<file path="src/rtl/spi_shift_master.sv">
`default_nettype none
// ============================================================================
// spi_shift_master : SPI mode-0 master shifting one DATA_W-bit frame, with bit
//                    timing paced by an upstream divided clock.
// Revision 1.0
// ============================================================================
module spi_shift_master #(
    parameter int DATA_W    = 8,
    parameter int MSB_FIRST = 1
) (
    input  logic              clk_i,
    input  logic              reset_n,
    input  logic              div_clk_i,
    input  logic [DATA_W-1:0] tx_data_i,
    input  logic              tx_valid_i,
    output logic              tx_ready_o,
    input  logic              abort_i,
    output logic [DATA_W-1:0] rx_data_o,
    output logic              rx_valid_o,
    output logic              busy_o,
    output logic              sclk_o,
    output logic              mosi_o,
    input  logic              miso_i,
    output logic              cs_n_o
);

    localparam int               CNT_W    = $clog2(DATA_W + 1);
    localparam logic [CNT_W-1:0] CNT_LAST = CNT_W'(DATA_W);

    typedef enum logic [1:0] {
        IDLE  = 2'd0,
        SETUP = 2'd1,
        SHIFT = 2'd2,
        DONE  = 2'd3
    } state_t;

    state_t              state_q, state_d;
    logic                div_q;
    logic [DATA_W-1:0]   tx_sr_q, tx_sr_d;
    logic [DATA_W-1:0]   rx_sr_q, rx_sr_d;
    logic [CNT_W-1:0]    cnt_q, cnt_d;
    logic                sclk_q, sclk_d;
    logic                mosi_q, mosi_d;
    logic                cs_n_q, cs_n_d;
    logic                tx_ready_q, tx_ready_d;
    logic                busy_q, busy_d;
    logic [DATA_W-1:0]   rx_data_q, rx_data_d;
    logic                rx_valid_q, rx_valid_d;
    logic                w_rise;
    logic                w_fall;

    // Bit that goes on the wire next, and the register after one bit has left
    function automatic logic lead_bit(input logic [DATA_W-1:0] w);
        return (MSB_FIRST != 0) ? w[DATA_W-1] : w[0];
    endfunction

    function automatic logic [DATA_W-1:0] tx_advance(input logic [DATA_W-1:0] w);
        return (MSB_FIRST != 0) ? {w[DATA_W-2:0], 1'b0} : {1'b0, w[DATA_W-1:1]};
    endfunction

    function automatic logic [DATA_W-1:0] rx_insert(input logic [DATA_W-1:0] w,
                                                    input logic              b);
        return (MSB_FIRST != 0) ? {w[DATA_W-2:0], b} : {b, w[DATA_W-1:1]};
    endfunction

    assign w_rise = div_clk_i & ~div_q;
    assign w_fall = ~div_clk_i & div_q;

    always_ff @(posedge clk_i or negedge reset_n) begin
        if (!reset_n) begin
            state_q    <= IDLE;
            div_q      <= 1'b0;
            tx_sr_q    <= '0;
            rx_sr_q    <= '0;
            cnt_q      <= '0;
            sclk_q     <= 1'b0;
            mosi_q     <= 1'b0;
            cs_n_q     <= 1'b1;
            tx_ready_q <= 1'b1;
            busy_q     <= 1'b0;
            rx_data_q  <= '0;
            rx_valid_q <= 1'b0;
        end else begin
            state_q    <= state_d;
            div_q      <= div_clk_i;
            tx_sr_q    <= tx_sr_d;
            rx_sr_q    <= rx_sr_d;
            cnt_q      <= cnt_d;
            sclk_q     <= sclk_d;
            mosi_q     <= mosi_d;
            cs_n_q     <= cs_n_d;
            tx_ready_q <= tx_ready_d;
            busy_q     <= busy_d;
            rx_data_q  <= rx_data_d;
            rx_valid_q <= rx_valid_d;
        end
    end

    always_comb begin
        state_d    = state_q;
        tx_sr_d    = tx_sr_q;
        rx_sr_d    = rx_sr_q;
        cnt_d      = cnt_q;
        sclk_d     = sclk_q;
        mosi_d     = mosi_q;
        cs_n_d     = cs_n_q;
        tx_ready_d = tx_ready_q;
        busy_d     = busy_q;
        rx_data_d  = rx_data_q;
        rx_valid_d = 1'b0;

        case (state_q)
            IDLE: begin
                if (tx_valid_i && tx_ready_q) begin
                    state_d    = SETUP;
                    tx_sr_d    = tx_data_i;
                    cnt_d      = '0;
                    mosi_d     = lead_bit(tx_data_i);
                    sclk_d     = 1'b0;
                    cs_n_d     = 1'b0;
                    busy_d     = 1'b1;
                    tx_ready_d = 1'b0;
                end
            end
            SETUP: begin
                // A rise here would sample before the slave saw a full setup time
                if (w_fall) begin
                    state_d = SHIFT;
                end
            end
            SHIFT: begin
                if (w_rise) begin
                    sclk_d  = 1'b1;
                    rx_sr_d = rx_insert(rx_sr_q, miso_i);
                    if (cnt_q != CNT_LAST) begin
                        cnt_d = cnt_q + CNT_W'(1);
                    end
                end else if (w_fall) begin
                    sclk_d = 1'b0;
                    if (cnt_q == CNT_LAST) begin
                        state_d    = DONE;
                        cs_n_d     = 1'b1;
                        rx_data_d  = rx_sr_q;
                        rx_valid_d = 1'b1;
                    end else begin
                        tx_sr_d = tx_advance(tx_sr_q);
                        mosi_d  = lead_bit(tx_sr_d);
                    end
                end
            end
            DONE: begin
                state_d    = IDLE;
                cs_n_d     = 1'b1;
                sclk_d     = 1'b0;
                busy_d     = 1'b0;
                tx_ready_d = 1'b1;
            end
            default: begin
                state_d = IDLE;
            end
        endcase

        // Abort drops the frame without publishing any partial receive data
        if (abort_i && (state_q != IDLE)) begin
            state_d    = IDLE;
            cs_n_d     = 1'b1;
            sclk_d     = 1'b0;
            busy_d     = 1'b0;
            tx_ready_d = 1'b1;
            rx_valid_d = 1'b0;
            rx_data_d  = rx_data_q;
        end
    end

    assign tx_ready_o = tx_ready_q;
    assign rx_data_o  = rx_data_q;
    assign rx_valid_o = rx_valid_q;
    assign busy_o     = busy_q;
    assign sclk_o     = sclk_q;
    assign mosi_o     = mosi_q;
    assign cs_n_o     = cs_n_q;

endmodule
`default_nettype wire
</file>
<file path="config.mk">
export PLATFORM = sky130hd
export DESIGN_NAME = spi_shift_master
export DESIGN_NICKNAME = d
export VERILOG_FILES = /design/src/rtl/spi_shift_master.sv
export SDC_FILE = /design/constraint.sdc
export NUM_CORES = 1
export LEC_CHECK = 0
export CAP_MARGIN = 20
export CORE_MARGIN = 4
export CORE_UTILIZATION = 45
export DETAILED_ROUTE_END_ITERATION = 8
export GPL_TIMING_DRIVEN = 0
export PLACE_DENSITY = 0.69
export REMOVE_ABC_BUFFERS = 1
export SLEW_MARGIN = 20
export SYNTH_ARGS = -nofsm -noshare
export SYNTH_HDL_FRONTEND = slang
export SYNTH_SLANG_ARGS = --single-unit
</file>
<file path="constraint.sdc">
create_clock -name clk_i -period 2.2 [get_ports clk_i]
set_clock_uncertainty 0.1 [all_clocks]
set_input_delay 0.22 -clock clk_i [delete_from_list [all_inputs] [get_ports clk_i]]
set_output_delay 0.22 -clock clk_i [all_outputs]
set_load 0.03 [all_outputs]
</file>
# == Word-level counts from Yosys, hierarchy flattened ==
# Index checks and enable logic that the tools add are counted.
# word_totals
register_bits,36
input_bits,14
output_inout_bits,14
elab_cells,92
# op_classes
add_sub_neg,1
n_eq_ne,17
mux,41
bitwise,6
n_reduce_logical,15
# ops
op,n
two-way mux 7 bit,4
two-way mux 1 bit,20
AND reduction 5 bit,4
"inequality test 3 bit, second input constant",5
one-hot mux 7 bit (2 select lines),1
two-way mux 2 bit,6
two-way mux 4 bit,3
"inequality test 2 bit, second input constant",6
"inequality test 4 bit, second input constant",2
one-hot mux 2 bit (4 select lines),1
one-hot mux 4 bit (2 select lines),1
one-hot mux 1 bit (2 select lines),3
one-hot mux 1 bit (3 select lines),2
"adder 4 x 1 -> 4 bit, second input constant",1
"equality test 2 bit, second input constant",2
"equality test 4 bit, second input constant",1
inverter 1 bit,4
AND reduction 2 bit,2
AND reduction 4 bit,1
nonzero test 2 bit,2
nonzero test 4 bit,1
AND reduction 3 bit,1
nonzero test 3 bit,1
bitwise AND 1 bit,2
other kinds (3),4

# == Depth between registers and ports, before layout ==
# Gate-level depths: netlist (run 1).
# logic_depth
word_depth,6
depth_mapped,7
depth_no_buf,6

# == Least setup slack after synthesis (run 1) ==
# No wires, ideal clock.
# synth_path
path_type,flip-flop to flip-flop
start,reg state_q[0]
end,reg cnt_q[0]
setup_ns,0.125
arrival_time_ns,1.666
required_time_ns,1.975
path_slack_ns,0.310
path_stages_with_launch,8
path_buffers,1
synth_period_minus_slack_ns,1.890
cell_sequence,dfrtp_1 inv_1 ha_1 nand2b_1 and2_4 buf_6 a211o_1 mux2_2
# synth_via
elab_chain_cells,3
elab_cells_between_ends,8
classes_between,eq/ne: 4; mux: 1; reduce/logical: 3
# synth_lines
item,line_no,text
start: declaration,37,"state_t state_q, state_d;"
start signal: assignment,84,state_q <= state_d;
equality test 2 bit or zero test 2 bit (tied branches),112,case (state_q)
inequality test 2 bit (no line) or nonzero test 2 bit (tied branches),-,
AND reduction 4 bit (no line),-,
end signal: assignment,88,cnt_q <= cnt_d;
end: declaration,41,"logic [CNT_W-1:0] cnt_q, cnt_d;"
# Parallel ways exist; a longest one is shown, timed or not.
# A chain may end at the register's enable or synchronous reset.

# == Worst setup path in the final report (run 1) ==
# Same ends and word-level chain as after synthesis.

==> results of run 1 <==
[critical path: stages (launching register included)]
cell      delay (ps)
dfrtp_1          430
inv_1            140
ha_4             340
nand2b_1         160
and2_4           210
a211o_1          290
mux2_2           270
[cells by family after synthesis]
| logic type | count (synthesis) |
|---|---|
| muxes | 24 |
| adders and majority gates | 8 |
| DFF | 36 |
| and+or+nand+nor | 38 |
| AOI/OAI and AO/OA | 30 |
| buffers and inverters | 18 |
[per-layer routing]
layer / share of wire / vias up / GRT usage
met5: 0 / - / 0
met4: 0.013 / 0 / 0.0489
met3: 0.025 / 4 / 0.0345
met2: 0.54 / 12 / 0.260
met1: 0.42 / 598 / 0.156
li1: - / 601 / -
[cells in the mapped netlist, drive strengths merged]
master,count,share of area
a211o,2,0.010
a21boi,1,0.0043
a21oi,13,0.037
a221oi,1,0.0086
a22o,2,0.011
and2,2,0.0086
and4b,1,0.0057
buf,4,0.022
dfrtp,34,0.49
dfstp,2,0.030
ha,8,0.057
inv,14,0.030
mux2,17,0.11
mux2i,7,0.040
nand2,8,0.017
nand2b,3,0.011
nand3,3,0.011
nand3b,1,0.0043
nand4,2,0.0071
nand4b,1,0.0050
nor2,10,0.021
nor2b,1,0.0036
nor3,1,0.0029
nor3b,2,0.0086
nor4,2,0.0071
o21a,1,0.0043
o21ai,7,0.020
o21bai,1,0.0043
o22ai,1,0.0036
o32ai,1,0.0050
or4b,1,0.0057
[stage by stage]
stage | cells | instance area (um2) | hold WS (ps) | total power, mW
3_3_place_gp | 225 | 2050 | 355 | 1.76
2_1_floorplan | 150 | 1720 | -176 | 1.56
4_1_cts | 235 | 2210 | 287 | 2.40
3_5_place_dp | 226 | 2070 | 41.3 | 1.81
5_1_grt | 236 | 2230 | 316 | 2.62
6_report | 236 | 2230 | 286 | 2.42
[layout make-up]
type	instances	area share
well taps	48	0.0269
clock buffers	6	0.0325
inverters	14	0.0235
clock inverters	2	0.0157
flip-flops and latches	36	0.405
repair buffers	30	0.145
multi-input cells	100	0.352
[timing repair]
item                                    CTS  global route
setup buffers                             0             1
hold buffers                              1             0
resized for setup                         3             1
endpoints found under the hold margin    10             0
pin swaps                                 0             1
endpoints found under the setup margin   27            15
[how the worst max path moves through the flow]
stage / start / to / slack [ps]
final: state_q[0] / cnt_q[0] / 140
after global routing: state_q[0] / cnt_q[0] / 30
after CTS: state_q[0] / rx_data_o[2] / 60
after detailed placement: state_q[0] / tx_sr_q[0] / -540
after global placement: state_q[0] / tx_sr_q[0] / -430
after floorplan: state_q[0] / tx_sr_q[0] / -110
[power breakdown]
part	internal [mW]	switching, mW	total (mW)	leakage, nW
Clock	0.336	0.205	0.541	0.0552
Sequential	0.842	0.116	0.958	0.462
Combinational	0.430	0.488	0.918	0.495
[registers in the layout, summed over array words and instances (netlist names)]
signal	flops
cnt_q	4
rx_sr_q	8
busy_o	1
sclk_o	1
rx_valid_o	1
tx_sr_q	7
rx_data_o	8
state_q	2
div_q	1
cs_n_o	1
tx_ready_o	1
mosi_o	1
==> run summary, run 1 <==
number of diodes - 0
XOR/XNOR Fraction of Synth Area - 0
minimum clock period - 2060 ps
die area - 0.00496 mm2
R2R Setup Slk - 140 ps
Seq/Total Area, Yosys - 0.515
CTS tree - built
layout net count - 209
post-synthesis mux area share - 0.149
Max transition margin - 0.756
Final Slew Violations - 0
GR Util All Layers - 0.141
footprint of the multi-input gates - 786 um2
hpwl dp - 2.33 mm
Worst Max-Slew Pin Slew - 365 ps
CP arrival - 2110 ps
Core ar. - 0.00372 mm2
fraction of layout cells with a size suffix above 1 - 0.186
Tcrit/Tclk final - 0.937
Post-Route WL - 3.06 mm
FF+latch area - 903 um2
Synth Warn # - 0
Critical Path Source Type - flip-flop
Worst Setup Slack post-DPL - -542 ps
clock latency on the worst-skew pair - 270 ps
GRT Residual Overflow - 0
clk root buf - clkbuf_8
area grow syn2layout - 27.2%
simple-gate area share of the yosys netlist - 0.119
status - complete, no violations
CTS buffer count - 5
Max Cap Viol - 0
largest net degree at the start of global routing - 25
critical path type - flip-flop to flip-flop
Worst VDD drop - 0.562 mV
Cell Pwr Density - 1080 mW/mm2
slack of the critical path - 138 ps
WL/cell - 13.0 um
DR DRC count - 0
RePlAce Congestion - 0.747
Final Hold Vio Count - 0
final setup fails - 0
Crit. End Element - flip-flop
class of the tightest hold or removal check - primary input to async pin
die height - 70.4 um
adder-cell share of the synthesized area - 0.0571
vias in the first global route - 1,342
clk buf depth - 2
Syn Area/Cell - 11.4 um2
synthesized flop and latch total - 36
commonest non-fill, non-tap cell in the layout - dfrtp_1
R2R Path End - cnt_q[0]
setup TNS - 0 ps
mapped cell area - 0.00175 mm2
Critical Path RT - 2250 ps
f_max - 485 MHz
most frequent cells in the layout - 34 x dfrtp_1, 26 x clkdlybuf4s50_1, 17 x mux2_2
Static Leak - 1.01 nW
Final ANT Viol Nets - 0
Initial DRT Pass Iterations - 6
initial antenna violation count - 0
worst flop-to-flop path startpoint - state_q[0]
Fillers - 319
Clk pin slew, worst setup/hold paths - 70 ps
post-synthesis cell count - 154
H-tree Lvls - 2
Clock Sinks - 36
Horiz. Die Dim - 70.4 um
DR iter-0 viols - 81
num ports - 28
Starting Density - 0.472
Via density - 5.15
first-pass GRT wire length - 5.71 mm
Via Count - 1,215
Distinct cells, synth - 35
number of port buffers - 27
fin util - 0.601
RSZ-0062 raised after global routing - no
row cnt - 22
crit-path max FO - 22
main combinational cell family by area after synthesis - multiplexers
cell depth of the worst flop-to-flop path - 6
Compound-Gate Fraction of Synth Area - 0.108
Note: power is estimated with default switching activity, not from simulation.
==> run 2: changes to the inputs <==
--- a/config.mk
+++ b/config.mk
@@ -5,6 +5,7 @@
 export SDC_FILE = /design/constraint.sdc
 export NUM_CORES = 1
 export LEC_CHECK = 0
+export ABC_CLOCK_PERIOD_IN_PS = 2200
 export CAP_MARGIN = 20
 export CORE_MARGIN = 4
 export CORE_UTILIZATION = 45
==> results of run 2 <==
Final layout, timing and power as in run 1 (identical DEF).
==> run 3: changes to the inputs <==
--- a/config.mk
+++ b/config.mk
@@ -9,6 +9,8 @@
 export CAP_MARGIN = 20
 export CORE_MARGIN = 4
 export CORE_UTILIZATION = 45
+export CTS_BUF_LIST = sky130_fd_sc_hd__clkbuf_8
+export CTS_CLUSTER_SIZE = 24
 export DETAILED_ROUTE_END_ITERATION = 8
 export GPL_TIMING_DRIVEN = 0
 export PLACE_DENSITY = 0.69
==> run summary, run 3 (synthesized netlist as in run 1, its figures left out) <==
status - complete, no violations
Max Cap Viol - 0
GRT Residual Overflow - 0
die height - 70.4 um
Final Hold Vio Count - 0
layout net count - 209
number of port buffers - 27
final non-filler cell total - 236
clk root buf - clkbuf_8
minimum clock period - 2060 ps
setup TNS - 0 ps
Final ANT Viol Nets - 0
clock latency on the worst-skew pair - 270 ps
largest net degree at the start of global routing - 25
class of the tightest hold or removal check - primary input to async pin
final setup fails - 0
Crit. End Element - flip-flop
hpwl dp - 2.33 mm
Critical Path Source Type - flip-flop
Crit. Startpoint - state_q[0]
Post-Route WL - 3.06 mm
Cell Pwr Density - 1080 mW/mm2
clk buf depth - 2
Final Slew Violations - 0
Max transition margin - 0.756
commonest non-fill, non-tap cell in the layout - dfrtp_1
crit-path max FO - 22
Initial DRT Pass Iterations - 6
DR DRC count - 0
worst flop-to-flop path startpoint - state_q[0]
Horiz. Die Dim - 70.4 um
Starting Density - 0.472
R2R Setup Slk - 140 ps
number of diodes - 0
CTS tree - built
Clock Sinks - 36
most frequent cells in the layout - 34 x dfrtp_1, 26 x clkdlybuf4s50_1, 17 x mux2_2
Post-Place Cells - 226
num ports - 28
RePlAce Congestion - 0.747
GR Util All Layers - 0.141
WL/cell - 13.0 um
row cnt - 22
Via density - 5.15
RSZ-0062 raised after global routing - no
fraction of layout cells with a size suffix above 1 - 0.186
slack of the critical path - 138 ps
die area - 0.00496 mm2
CP arrival - 2110 ps
CTS buffer count - 5
Worst Max-Slew Pin Slew - 365 ps
initial antenna violation count - 0
Worst VDD drop - 0.562 mV
area grow syn2layout - 27.2%
Worst Setup Slack post-DPL - -542 ps
Tcrit/Tclk final - 0.937
Core ar. - 0.00372 mm2
WHS - 286 ps
H-tree Lvls - 2
Via Count - 1,215
DR iter-0 viols - 81
Critical Path RT - 2250 ps
first-pass GRT wire length - 5.71 mm
critical path type - flip-flop to flip-flop
vias in the first global route - 1,342
Clk pin slew, worst setup/hold paths - 70 ps
Static Leak - 1.02 nW
f_max - 485 MHz
run 3: cell types whose count changed in the layout (fill, tap and decap cells not counted), sizes merged:
cell	delta
clkbuf	-1
inv	+1
run 3: through the flow:
stage	util	cell area, um2	total power [mW]
3_3_place_gp	0.551	2050	1.76
4_1_cts	0.595	2210	2.39
6_report	0.601	2230	2.41
2_1_floorplan	-	1720	1.56
5_1_grt	0.601	2230	2.62
3_5_place_dp	0.557	2070	1.81
run 3: worst paths after layout:
kind / endpoint / cells past startpoint
min reg2reg: cs_n_o / 2
min in group clk_i: div_q / 1
max reg2reg: cnt_q[0] / 6
max: cnt_q[0] / 6
min: tx_sr_q[3] / 2
max in group asynchronous: cnt_q[1] / 3
run 3: area by class of cell:
class	instances	area (um2)
Clock buffer	5	68.8
Clock inverter	3	38.8
Fill cell	319	1480
Inverter	14	52.6
Multi-Input combinational cell	100	786
Sequential cell	36	903
Tap cell	48	60.1
Timing Repair Buffer	30	323
run 3: timing repair:
item	in CTS	in global routing
pin swaps	0	1
endpoints found under the setup margin	27	15
hold endpoints to repair	10	0
hold buffers	1	0
resized for setup	3	1
buffers inserted	0	1
run 3: routing by layer:
layer  global-route usage  part of all wire  vias to the layer above
met5                    0                 0                        -
met4               0.0489             0.013                        0
met3               0.0345             0.025                        4
met2                0.260              0.54                       12
met1                0.156              0.42                      598
li1                     -                 -                      601
run 3: power by group:
part | switching, mW | internal, mW
logic | 0.488 | 0.430
clock network | 0.205 | 0.331
registers | 0.116 | 0.842
run 3: critical path, cell delays in order, from the launching register on:
cell	delay [ps]
dfrtp_1	430
inv_1	140
ha_4	340
nand2b_1	160
and2_4	210
a211o_1	290
mux2_2	270
